<file path="config.mk">
export PLATFORM = sky130hd
export DESIGN_NAME = sent_frame_sched_flat
export DESIGN_NICKNAME = d
export VERILOG_FILES = /design/src/rtl/sent_pkg.sv /design/src/rtl/sent_frame_sched_if.sv /design/src/rtl/sent_rr_arb.sv /design/src/rtl/sent_frame_sched.sv /design/src/flat_wrapper.sv
export SDC_FILE = /design/constraint.sdc
export NUM_CORES = 1
export LEC_CHECK = 0
export CAP_MARGIN = 40
export CORE_AREA = 2 2 126 79
export DETAILED_ROUTE_END_ITERATION = 10
export DIE_AREA = 0 0 128 81
export PLACE_DENSITY = 0.84
export SYNTH_ARGS = -nofsm -noshare
export SYNTH_HDL_FRONTEND = slang
export SYNTH_SLANG_ARGS = --single-unit
</file>
<file path="constraint.sdc">
create_clock -name clk -period 5.5 [get_ports clk]
set_input_delay 1.375 -clock clk [delete_from_list [all_inputs] [get_ports clk]]
set_output_delay 1.375 -clock clk [all_outputs]
set_load 0.005 [all_outputs]
</file>
<file path="src/rtl/sent_pkg.sv">
// Shared definitions for the SENT frame scheduler slice.
//   CH_W          : width of a channel index on the frame/issue buses
//   DATA_W        : width of a SENT frame payload
//   sched_state_e : issue FSM states (idle/arbitrate, issue pulse, wait for take)
package sent_pkg;

    localparam int unsigned CH_W   = 8;
    localparam int unsigned DATA_W = 32;

    typedef enum logic [1:0] {
        S_IDLE  = 2'd0,
        S_ISSUE = 2'd1,
        S_WAIT  = 2'd2
    } sched_state_e;

endpackage

</file>
<file path="src/rtl/sent_frame_sched_if.sv">
// Bus bundle between decoder, scheduler and frame generators.
//   frame_vld/frame_channel/frame_data : frame write strobe from the decoder
//   ch_ready                           : per-channel generator ready level
//   issue_vld/issue_channel/issue_data : single shared issue bus
//   pending, drop_cnt, err_chan, err_timeout : scheduler status
// master : the environment (decoder + generators)
// slave  : the scheduler
interface sent_frame_sched_if
    import sent_pkg::*;
#(
    parameter int unsigned SENT_NUM = 1,
    parameter int unsigned CNT_W    = 16
);

    logic                frame_vld;
    logic [CH_W-1:0]     frame_channel;
    logic [DATA_W-1:0]   frame_data;
    logic [SENT_NUM-1:0] ch_ready;

    logic                issue_vld;
    logic [CH_W-1:0]     issue_channel;
    logic [DATA_W-1:0]   issue_data;
    logic [SENT_NUM-1:0] pending;
    logic [CNT_W-1:0]    drop_cnt;
    logic                err_chan;
    logic                err_timeout;

    modport master (
        output frame_vld, frame_channel, frame_data, ch_ready,
        input  issue_vld, issue_channel, issue_data, pending, drop_cnt,
               err_chan, err_timeout
    );

    modport slave (
        input  frame_vld, frame_channel, frame_data, ch_ready,
        output issue_vld, issue_channel, issue_data, pending, drop_cnt,
               err_chan, err_timeout
    );

endinterface

</file>
<file path="src/rtl/sent_rr_arb.sv">
// Combinational round-robin arbiter.
//   req_i         : request vector, one bit per channel
//   ptr_i         : highest-priority channel (must be < SENT_NUM)
//   grant_valid_o : at least one request present
//   grant_idx_o   : first requesting channel at or above ptr_i, with wrap
module sent_rr_arb
    import sent_pkg::*;
#(
    parameter int unsigned SENT_NUM = 1
) (
    input  logic [SENT_NUM-1:0] req_i,
    input  logic [CH_W-1:0]     ptr_i,
    output logic                grant_valid_o,
    output logic [CH_W-1:0]     grant_idx_o
);

    int unsigned         idx;
    logic [SENT_NUM-1:0] req_sh;

    always_comb begin
        grant_valid_o = 1'b0;
        grant_idx_o   = '0;
        idx           = 0;
        req_sh        = '0;
        for (int unsigned off = 0; off < SENT_NUM; off++) begin
            idx = 32'(ptr_i) + off;
            if (idx >= SENT_NUM) begin
                idx = idx - SENT_NUM;
            end
            // shift instead of a variable bit-select keeps SENT_NUM=1 legal
            req_sh = req_i >> idx;
            if (!grant_valid_o && req_sh[0]) begin
                grant_valid_o = 1'b1;
                grant_idx_o   = CH_W'(idx);
            end
        end
    end

endmodule

</file>
<file path="src/rtl/sent_frame_sched.sv">
// Per-channel SENT frame scheduler: one pending frame slot per channel,
// round-robin grant of a shared issue bus, issue only to ready generators,
// then wait for the generator to drop ready (take the frame) or time out.
//   clk : clock
//   rst : asynchronous reset, active low
//   bus : sent_frame_sched_if.slave (frame writes, ready, issue bus, status)
module sent_frame_sched
    import sent_pkg::*;
#(
    parameter int unsigned SENT_NUM    = 1,
    parameter int unsigned ACK_TIMEOUT = 255,
    parameter int unsigned CNT_W       = 16
) (
    input  logic               clk,
    input  logic               rst,
    sent_frame_sched_if.slave  bus
);

    localparam int unsigned TMO_W = (ACK_TIMEOUT > 1) ? $clog2(ACK_TIMEOUT) : 1;

    sched_state_e        state_q, state_d;
    logic [CH_W-1:0]     rr_ptr_q, rr_ptr_d;
    logic [CH_W-1:0]     issue_ch_q, issue_ch_d;
    logic [DATA_W-1:0]   issue_data_q, issue_data_d;
    logic [TMO_W-1:0]    tmo_cnt_q, tmo_cnt_d;
    logic                err_timeout_q, err_timeout_d;
    logic [SENT_NUM-1:0] pending_q, pending_d;
    logic [CNT_W-1:0]    drop_cnt_q, drop_cnt_d;
    logic                err_chan_q, err_chan_d;
    logic [DATA_W-1:0]   slot_q [SENT_NUM];

    logic                wr_ok;
    logic [SENT_NUM-1:0] wr_sel;
    logic                grant_valid;
    logic [CH_W-1:0]     grant_idx;
    logic                grant_fire;
    logic [DATA_W-1:0]   grant_data;
    logic [SENT_NUM-1:0] ready_sh;
    logic                sel_ready;

    assign wr_ok = bus.frame_vld && (bus.frame_channel < CH_W'(SENT_NUM));

    sent_rr_arb #(
        .SENT_NUM (SENT_NUM)
    ) u_arb (
        .req_i         (pending_q & bus.ch_ready),
        .ptr_i         (rr_ptr_q),
        .grant_valid_o (grant_valid),
        .grant_idx_o   (grant_idx)
    );

    assign ready_sh  = bus.ch_ready >> issue_ch_q;
    assign sel_ready = ready_sh[0];

    always_comb begin
        grant_data = '0;
        for (int unsigned i = 0; i < SENT_NUM; i++) begin
            if (grant_idx == CH_W'(i)) begin
                grant_data = slot_q[i];
            end
        end
    end

    // Issue FSM
    always_comb begin
        state_d       = state_q;
        rr_ptr_d      = rr_ptr_q;
        issue_ch_d    = issue_ch_q;
        issue_data_d  = issue_data_q;
        tmo_cnt_d     = tmo_cnt_q;
        err_timeout_d = err_timeout_q;
        grant_fire    = 1'b0;
        case (state_q)
            S_IDLE: begin
                if (grant_valid) begin
                    grant_fire   = 1'b1;
                    issue_ch_d   = grant_idx;
                    issue_data_d = grant_data;
                    rr_ptr_d     = (grant_idx == CH_W'(SENT_NUM - 1)) ? '0
                                                                      : grant_idx + CH_W'(1);
                    state_d      = S_ISSUE;
                end
            end
            S_ISSUE: begin
                tmo_cnt_d = '0;
                state_d   = S_WAIT;
            end
            S_WAIT: begin
                if (!sel_ready) begin
                    state_d = S_IDLE;
                end else if (tmo_cnt_q == TMO_W'(ACK_TIMEOUT - 1)) begin
                    // frame is abandoned, not re-queued
                    err_timeout_d = 1'b1;
                    state_d       = S_IDLE;
                end else begin
                    tmo_cnt_d = tmo_cnt_q + TMO_W'(1);
                end
            end
            default: state_d = S_IDLE;
        endcase
    end

    // Slot bookkeeping. A write in the same cycle as a grant of that channel
    // refills the slot (grant has already taken the old data) and is not a drop.
    always_comb begin
        pending_d  = pending_q;
        drop_cnt_d = drop_cnt_q;
        wr_sel     = '0;
        err_chan_d = bus.frame_vld && !wr_ok;
        for (int unsigned i = 0; i < SENT_NUM; i++) begin
            if (grant_fire && (grant_idx == CH_W'(i))) begin
                pending_d[i] = 1'b0;
            end
            if (wr_ok && (bus.frame_channel == CH_W'(i))) begin
                wr_sel[i]    = 1'b1;
                pending_d[i] = 1'b1;
                if (pending_q[i] && !(grant_fire && (grant_idx == CH_W'(i)))
                    && (drop_cnt_q != '1)) begin
                    drop_cnt_d = drop_cnt_q + CNT_W'(1);
                end
            end
        end
    end

    always_ff @(posedge clk or negedge rst) begin
        if (!rst) begin
            state_q       <= S_IDLE;
            rr_ptr_q      <= '0;
            issue_ch_q    <= '0;
            issue_data_q  <= '0;
            tmo_cnt_q     <= '0;
            err_timeout_q <= 1'b0;
            pending_q     <= '0;
            drop_cnt_q    <= '0;
            err_chan_q    <= 1'b0;
        end else begin
            state_q       <= state_d;
            rr_ptr_q      <= rr_ptr_d;
            issue_ch_q    <= issue_ch_d;
            issue_data_q  <= issue_data_d;
            tmo_cnt_q     <= tmo_cnt_d;
            err_timeout_q <= err_timeout_d;
            pending_q     <= pending_d;
            drop_cnt_q    <= drop_cnt_d;
            err_chan_q    <= err_chan_d;
        end
    end

    always_ff @(posedge clk or negedge rst) begin
        if (!rst) begin
            for (int unsigned i = 0; i < SENT_NUM; i++) begin
                slot_q[i] <= '0;
            end
        end else begin
            for (int unsigned i = 0; i < SENT_NUM; i++) begin
                if (wr_sel[i]) begin
                    slot_q[i] <= bus.frame_data;
                end
            end
        end
    end

    assign bus.issue_vld     = (state_q == S_ISSUE);
    assign bus.issue_channel = issue_ch_q;
    assign bus.issue_data    = issue_data_q;
    assign bus.pending       = pending_q;
    assign bus.drop_cnt      = drop_cnt_q;
    assign bus.err_chan      = err_chan_q;
    assign bus.err_timeout   = err_timeout_q;

endmodule

</file>
<file path="src/flat_wrapper.sv">
// flat-port wrapper written by rule: the top's interface ports become plain ports
module sent_frame_sched_flat import sent_pkg::*;
#(
    parameter int unsigned SENT_NUM    = 1,
    parameter int unsigned ACK_TIMEOUT = 255,
    parameter int unsigned CNT_W       = 16
)
  (clk, rst, bus_frame_vld, bus_frame_channel, bus_frame_data, bus_ch_ready, bus_issue_vld, bus_issue_channel, bus_issue_data, bus_pending, bus_drop_cnt, bus_err_chan, bus_err_timeout);
  sent_frame_sched_if #(.SENT_NUM(SENT_NUM), .CNT_W(CNT_W)) bus_i ();
  input  logic clk;
  input  logic rst;
  input wire logic [$bits(bus_i.frame_vld)-1:0] bus_frame_vld;
  input wire logic [$bits(bus_i.frame_channel)-1:0] bus_frame_channel;
  input wire logic [$bits(bus_i.frame_data)-1:0] bus_frame_data;
  input wire logic [$bits(bus_i.ch_ready)-1:0] bus_ch_ready;
  output wire logic [$bits(bus_i.issue_vld)-1:0] bus_issue_vld;
  output wire logic [$bits(bus_i.issue_channel)-1:0] bus_issue_channel;
  output wire logic [$bits(bus_i.issue_data)-1:0] bus_issue_data;
  output wire logic [$bits(bus_i.pending)-1:0] bus_pending;
  output wire logic [$bits(bus_i.drop_cnt)-1:0] bus_drop_cnt;
  output wire logic [$bits(bus_i.err_chan)-1:0] bus_err_chan;
  output wire logic [$bits(bus_i.err_timeout)-1:0] bus_err_timeout;
  assign bus_i.frame_vld = bus_frame_vld;
  assign bus_i.frame_channel = bus_frame_channel;
  assign bus_i.frame_data = bus_frame_data;
  assign bus_i.ch_ready = bus_ch_ready;
  assign bus_issue_vld = bus_i.issue_vld;
  assign bus_issue_channel = bus_i.issue_channel;
  assign bus_issue_data = bus_i.issue_data;
  assign bus_pending = bus_i.pending;
  assign bus_drop_cnt = bus_i.drop_cnt;
  assign bus_err_chan = bus_i.err_chan;
  assign bus_err_timeout = bus_i.err_timeout;
  sent_frame_sched #(.SENT_NUM(SENT_NUM), .ACK_TIMEOUT(ACK_TIMEOUT), .CNT_W(CNT_W)) u_core (.clk(clk), .rst(rst), .bus(bus_i));
endmodule
</file>
==> flow_metrics.tcl, run 1 <==
set metrics [dict create \
    die_w_um 128 \
    slew_violations 0 \
    cts_max_level 3 \
    max-cap-violations 0 \
    grt_pass1_wl_mm 18.5 \
    grt_max_degree 53 \
    yosys_register_bits 109 \
    irDropWorstVdd_uv 175 \
    drtIter0Drc 393 \
    power_density_nw_per_um2 285 \
    final_common_cell "dfrtp_1" \
    synth_cells 434 \
    whs_ps 423 \
    cts-resized-gates 0 \
    ios 104 \
    hold_class "reg -> reg" \
    rsz0062_at_grt "no" \
    wirelength_mm 11.1 \
    die_area_sq_um 10400 \
    cts_setup_buffers 0 \
    drive_gt1_share_pct 19.8 \
    n_antenna_cell 0 \
    ys_warn_count 0 \
    cts_sinks 109 \
    setup_viol 0 \
    cp_max_fo 41 \
    start_util_pct 53.1 \
    drc 0 \
    outcome "completed" \
    place_inst 637 \
    clkTransAtPathRegs_ps 70 \
    yosys_most_used_dff "dfrtp_1" \
    whs_path_depth 0 \
    syn_area_per_cell_sq_um 11.5 \
    reg2reg_to "u_core.bus.drop_cnt[1]" \
    r2r_setup_slack_ps 2820 \
    multi_input_area_sq_um 2090 \
    viasPerCell 5.65 \
    worstMarginPinSlew_ps 695 \
    synth_seq_area_share_pct 54.7 \
    cp-end-kind "flop" \
    reg2reg_depth 8 \
    r2r-start "u_core.rr_ptr_q[0]" \
    worstHoldEndpoint "u_core.rr_ptr_q[7]" \
    start_kind "primary input" \
    netlist_area_sq_um 4980 \
    numCtsBuffers 9 \
    finalCritPeriodShare_pct 60.7 \
    via_count 3681 \
    critPathArrivalTime_ps 3560 \
    nets 583 \
    synth_edf_count 0 \
    hold_viol_final 0 \
    pre_cts_ws_ps 1790 \
    cts_tree "done" \
    setup_slack_ps 2160 \
    seqCellArea_sq_um 2730 \
    rows 28 \
    final_cell_count_no_fill 651 \
    wl_per_cell_um 17.1 \
    clock_skew_ps 7.77 \
    clockBufferDepth 2 \
    antenna_left 0 \
    worstHoldStart "u_core.rr_ptr_q[7]" \
    async_flop_share_pct 100 \
    drt-pass1-iter-count 4 \
    worstSkewPairLatency_ps 350 \
    overflow 0 \
    p_leak_nw 2.80 \
    hpwlAfterDp_mm 7.69 \
    min_period_ps 3340 \
    grt_pass1_vias 3698 \
    grtUsageTotal_pct 23.1 \
    clockRootBuffer "clkbuf_16" \
    worst_ep_required_time_ps 5730 \
    syn_to_final_growth_pct 28.1 \
    setup_tns_ps 0 \
    critPathKind "in -> reg" \
    place.gp.congestion 0.851 \
    cts_hold_buf 0 \
    fillers 705 \
    final_cell_mix "109 x dfrtp_1, 102 x clkdlybuf4s50_1, 46 x o21ai_0" \
    ys_types 50 \
    portBuffers 103 \
    slew_headroom_pct 53.7 \
    placeableCoreArea_sq_um 9390 \
    die_h_um 81 \
    antenna_found_initial 0 \
    max_freq_ghz 0.300 \
]
-- cell families after synthesis --
| family | after synthesis | synth area share (%) |
|---|---|---|
| AOI/OAI and AO/OA | 114 | 16.7 |
| and+or+nand+nor | 110 | 11.6 |
| DFF | 109 | 54.7 |
| buffers and inverters | 38 | 3.57 |
| muxes | 35 | 7.91 |
| xor gates and xnor gates | 15 | 2.64 |
| adders and majority gates | 11 | 2.76 |
| other | 2 | 0.151 |
-- cells in the mapped netlist, types with 5 or more instances --
master      n  share of area [%]
nand2_1    42                3.2
nor3_1      7               0.70
nand3_1     8               0.80
and2_1      5               0.63
o21ai_2    35                6.2
nor4_1      8                1.0
ha_1       11                2.8
nor2_1      9               0.68
and2_4      5               0.88
clkbuf_1   18                1.4
mux2_2     35                7.9
inv_1      10               0.75
o21ai_0    46                4.6
xnor2_1    15                2.6
nand4_1     8                1.0
o211ai_1    5               0.75
dfrtp_1   109                 55
-- per-stage QoR --
stage	power (mW)	cell area, sq um	utilization, %
after global placement	1.19	6060	64.6
after detailed placement	1.23	6110	65.0
after global routing	1.91	6380	68.0
after CTS	1.83	6380	68.0
final	1.82	6380	68.0
after floorplan	1.09	4990	-
-- worst max-delay path, cell delays in order --
cell,delay [ps]
clkdlybuf4s50_1,400
nor4_1,460
nand3_2,110
buf_4,300
nor3_1,500
o2111ai_1,240
xnor2_1,170
-- registers in the layout (all words and copies together), names as in the netlist --
name                      flops
u_core.slot_q                32
u_core.bus.issue_channel      8
u_core.tmo_cnt_q              8
u_core.bus.err_chan           1
u_core.rr_ptr_q               8
u_core.state_q                2
u_core.bus.pending            1
u_core.bus.issue_data        32
u_core.bus.err_timeout        1
u_core.bus.drop_cnt          16
-- per-layer routing --
metal  share of wire (%)  wire length, um  vias up  GRT usage [%]
met5                   0                0        -              0
met4                 1.4              159        0           7.03
met3                 8.2              917       16           8.23
met2                  45             5000      121           34.9
met1                  45             5060     1823           31.9
li1                    -                -     1721              -
-- area by class of cell --
cell class              instances  share of cell area [%]
flip-flops and latches        109                    42.8
repair buffers                109                    17.3
multi-input cells             289                    32.8
inverters                      10                   0.588
clock buffers                  10                    3.75
clock inverters                 4                   0.549
well taps                     120                    2.35
-- power breakdown --
part,internal [mW],total (mW),switching (mW)
Clock,0.318,0.599,0.281
Sequential,0.835,0.867,0.0314
Combinational,0.142,0.351,0.209
-- worst max-delay path by stage --
stage          cells past startpoint            startpoint                 endpoint
5_1_grt                            7  bus_frame_channel[7]  u_core.bus.drop_cnt[13]
3_5_place_dp                       7  bus_frame_channel[7]  u_core.bus.drop_cnt[13]
6_report                           7  bus_frame_channel[7]  u_core.bus.drop_cnt[13]
4_1_cts                            7  bus_frame_channel[7]  u_core.bus.drop_cnt[13]
2_1_floorplan                      5  bus_frame_channel[2]        u_core.slot_q[10]
3_3_place_gp                       7          bus_ch_ready   u_core.bus.drop_cnt[1]
Note: power is estimated with default switching activity, not from simulation.
==> inputs of run 2 (changes only) <==
CORE_AREA = 2 2 138 86   (was 2 2 126 79)
DIE_AREA = 0 0 140 88   (was 0 0 128 81)
PLACE_DENSITY = 0.75   (was 0.84)
clock period = 2.7 ns   (was 5.5 ns; I/O delays follow)
==> flow_metrics.tcl, run 2 (same netlist as run 1, synthesis figures left out) <==
set metrics [dict create \
    combinationalPowerShare_pct 18.9 \
    power_density_nw_per_um2 589 \
    wl_per_cell_um 17.0 \
    max-cap-violations 0 \
    rows 30 \
    nets 589 \
    hold_class "in -> async" \
    fin_area_sq_um 6480 \
    die_h_um 88 \
    antenna_left 0 \
    worstSkewPairLatency_ps 340 \
    worst_ep_required_time_ps 2940 \
    clock_skew_ps 11.0 \
    portBuffers 103 \
    drt-pass1-iter-count 8 \
    p_sw_mw 1.10 \
    slew_violations 0 \
    grt_pass1_vias 3892 \
    cts_sinks 109 \
    irDropWorstVdd_uv 336 \
    die_w_um 140 \
    antenna_found_initial 0 \
    cts_tree "done" \
    syn_to_final_growth_pct 30.0 \
    place.gp.congestion 0.939 \
    p_leak_nw 2.85 \
    hpwlAfterDp_mm 8.07 \
    clockRootBuffer "clkbuf_16" \
    critPathArrivalTime_ps 2670 \
    seqPwrFrac_pct 46.4 \
    max_stage_delay_ps 460 \
    rsz0062_at_grt "no" \
    grt_max_degree 53 \
    place_inst 667 \
    start_kind "flop" \
    drc 6 \
    cp_max_fo 34 \
    worstPathCellList "inv_1 -> ha_1 -> or3b_1 -> a21oi_1 -> o221ai_4 -> or2_2 -> buf_12 -> and2_1" \
    via_count 3780 \
    p_clk_share_pct 34.7 \
    pre_cts_ws_ps 27.5 \
    violations "DRC" \
    die_area_sq_um 12300 \
    viasPerCell 5.53 \
    startpoint "u_core.rr_ptr_q[0]" \
    fillers 910 \
    worstMarginPinSlew_ps 660 \
    critPathKind "reg -> reg" \
    r2r-start "u_core.rr_ptr_q[0]" \
    numCtsBuffers 9 \
    drive_gt1_share_pct 20.8 \
    cts_max_level 3 \
    grt_pass1_wl_mm 19.3 \
    internal-power_mw 2.71 \
    clkTransAtPathRegs_ps 80 \
    final_cell_count_no_fill 683 \
    setup_slack_ps 268 \
    min_period_ps 2430 \
    drtIter0Drc 192 \
    clockBufferDepth 2 \
    utilization_pct 58.5 \
    max_freq_ghz 0.411 \
    cp-end-kind "flop" \
    cts_setup_buffers 0 \
    grtUsageTotal_pct 20.0 \
    placeableCoreArea_sq_um 11100 \
    ios 104 \
    final_common_cell "dfrtp_1" \
    outcome "complete, but fails checks" \
    setup_viol 0 \
    final_cell_mix "109 x dfrtp_1, 102 x clkdlybuf4s50_1, 46 x o21ai_0" \
    placed_area_sq_um 6180 \
    cts-resized-gates 0 \
    slew_headroom_pct 56.0 \
    cts_hold_buf 0 \
    wirelength_mm 11.6 \
    setup_tns_ps 0 \
    switching_share_pct 28.9 \
    finalCritPeriodShare_pct 90.1 \
    cpMaxStageDelayCell "dfrtp_1" \
    n_antenna_cell 0 \
    start_util_pct 45.0 \
    overflow 0 \
    hold_viol_final 0 \
]
## run 2: per-layer routing
layer | vias to the layer above | share of wire, % | global-route usage, %
li1 | 1743 | - | -
met3 | 12 | 7.9 | 6.62
met5 | - | 0 | 0
met1 | 1883 | 45 | 26.8
met4 | 0 | 0.86 | 5.51
met2 | 142 | 46 | 31.8
## run 2: path summary, 6_finish.rpt
check                      slack [ps]                     endpoint  depth (start not counted)
max in group asynchronous        1650          u_core.tmo_cnt_q[5]                          2
hold reg to reg                   420           u_core.rr_ptr_q[7]                          0
setup / recovery                  270  u_core.bus.issue_channel[3]                          8
setup reg to reg                  270  u_core.bus.issue_channel[3]                          8
min in group clk                  420           u_core.rr_ptr_q[7]                          0
hold / removal                    350          u_core.bus.err_chan                          1
## run 2: power groups by stage
stage	clock network, mW	logic (mW)	registers, mW
floorplan	0	0.450	1.78
global placement	0	0.681	1.79
detailed placement	0	0.713	1.80
CTS	1.35	0.720	1.77
global route	1.42	0.800	1.78
finish	1.33	0.721	1.77
## run 2: per-stage QoR
stage | total power, mW | hold slack, ps
6_report | 3.81 | 346
5_1_grt | 4.00 | 400
4_1_cts | 3.84 | 369
3_5_place_dp | 2.51 | 396
3_3_place_gp | 2.47 | 400
2_1_floorplan | 2.23 | 379
## run 2: layout make-up
cell class,instances,area (sq um),area share (%)
multi-input cells,289,2090,32.3
flip-flops and latches,109,2730,42.1
well taps,144,180,2.78
clock buffers,10,229,3.54
inverters,10,37.5,0.580
clock inverters,6,68.8,1.06
repair buffers,115,1140,17.7
## run 2: critical path: cells and delay by family, from the launching register on
family | cells | cell delay [ps]
AOI/OAI and AO/OA | 2 | 430
adders and majority gates | 1 | 220
buffers and inverters | 2 | 290
DFF | 1 | 460
and+or+nand+nor | 3 | 900
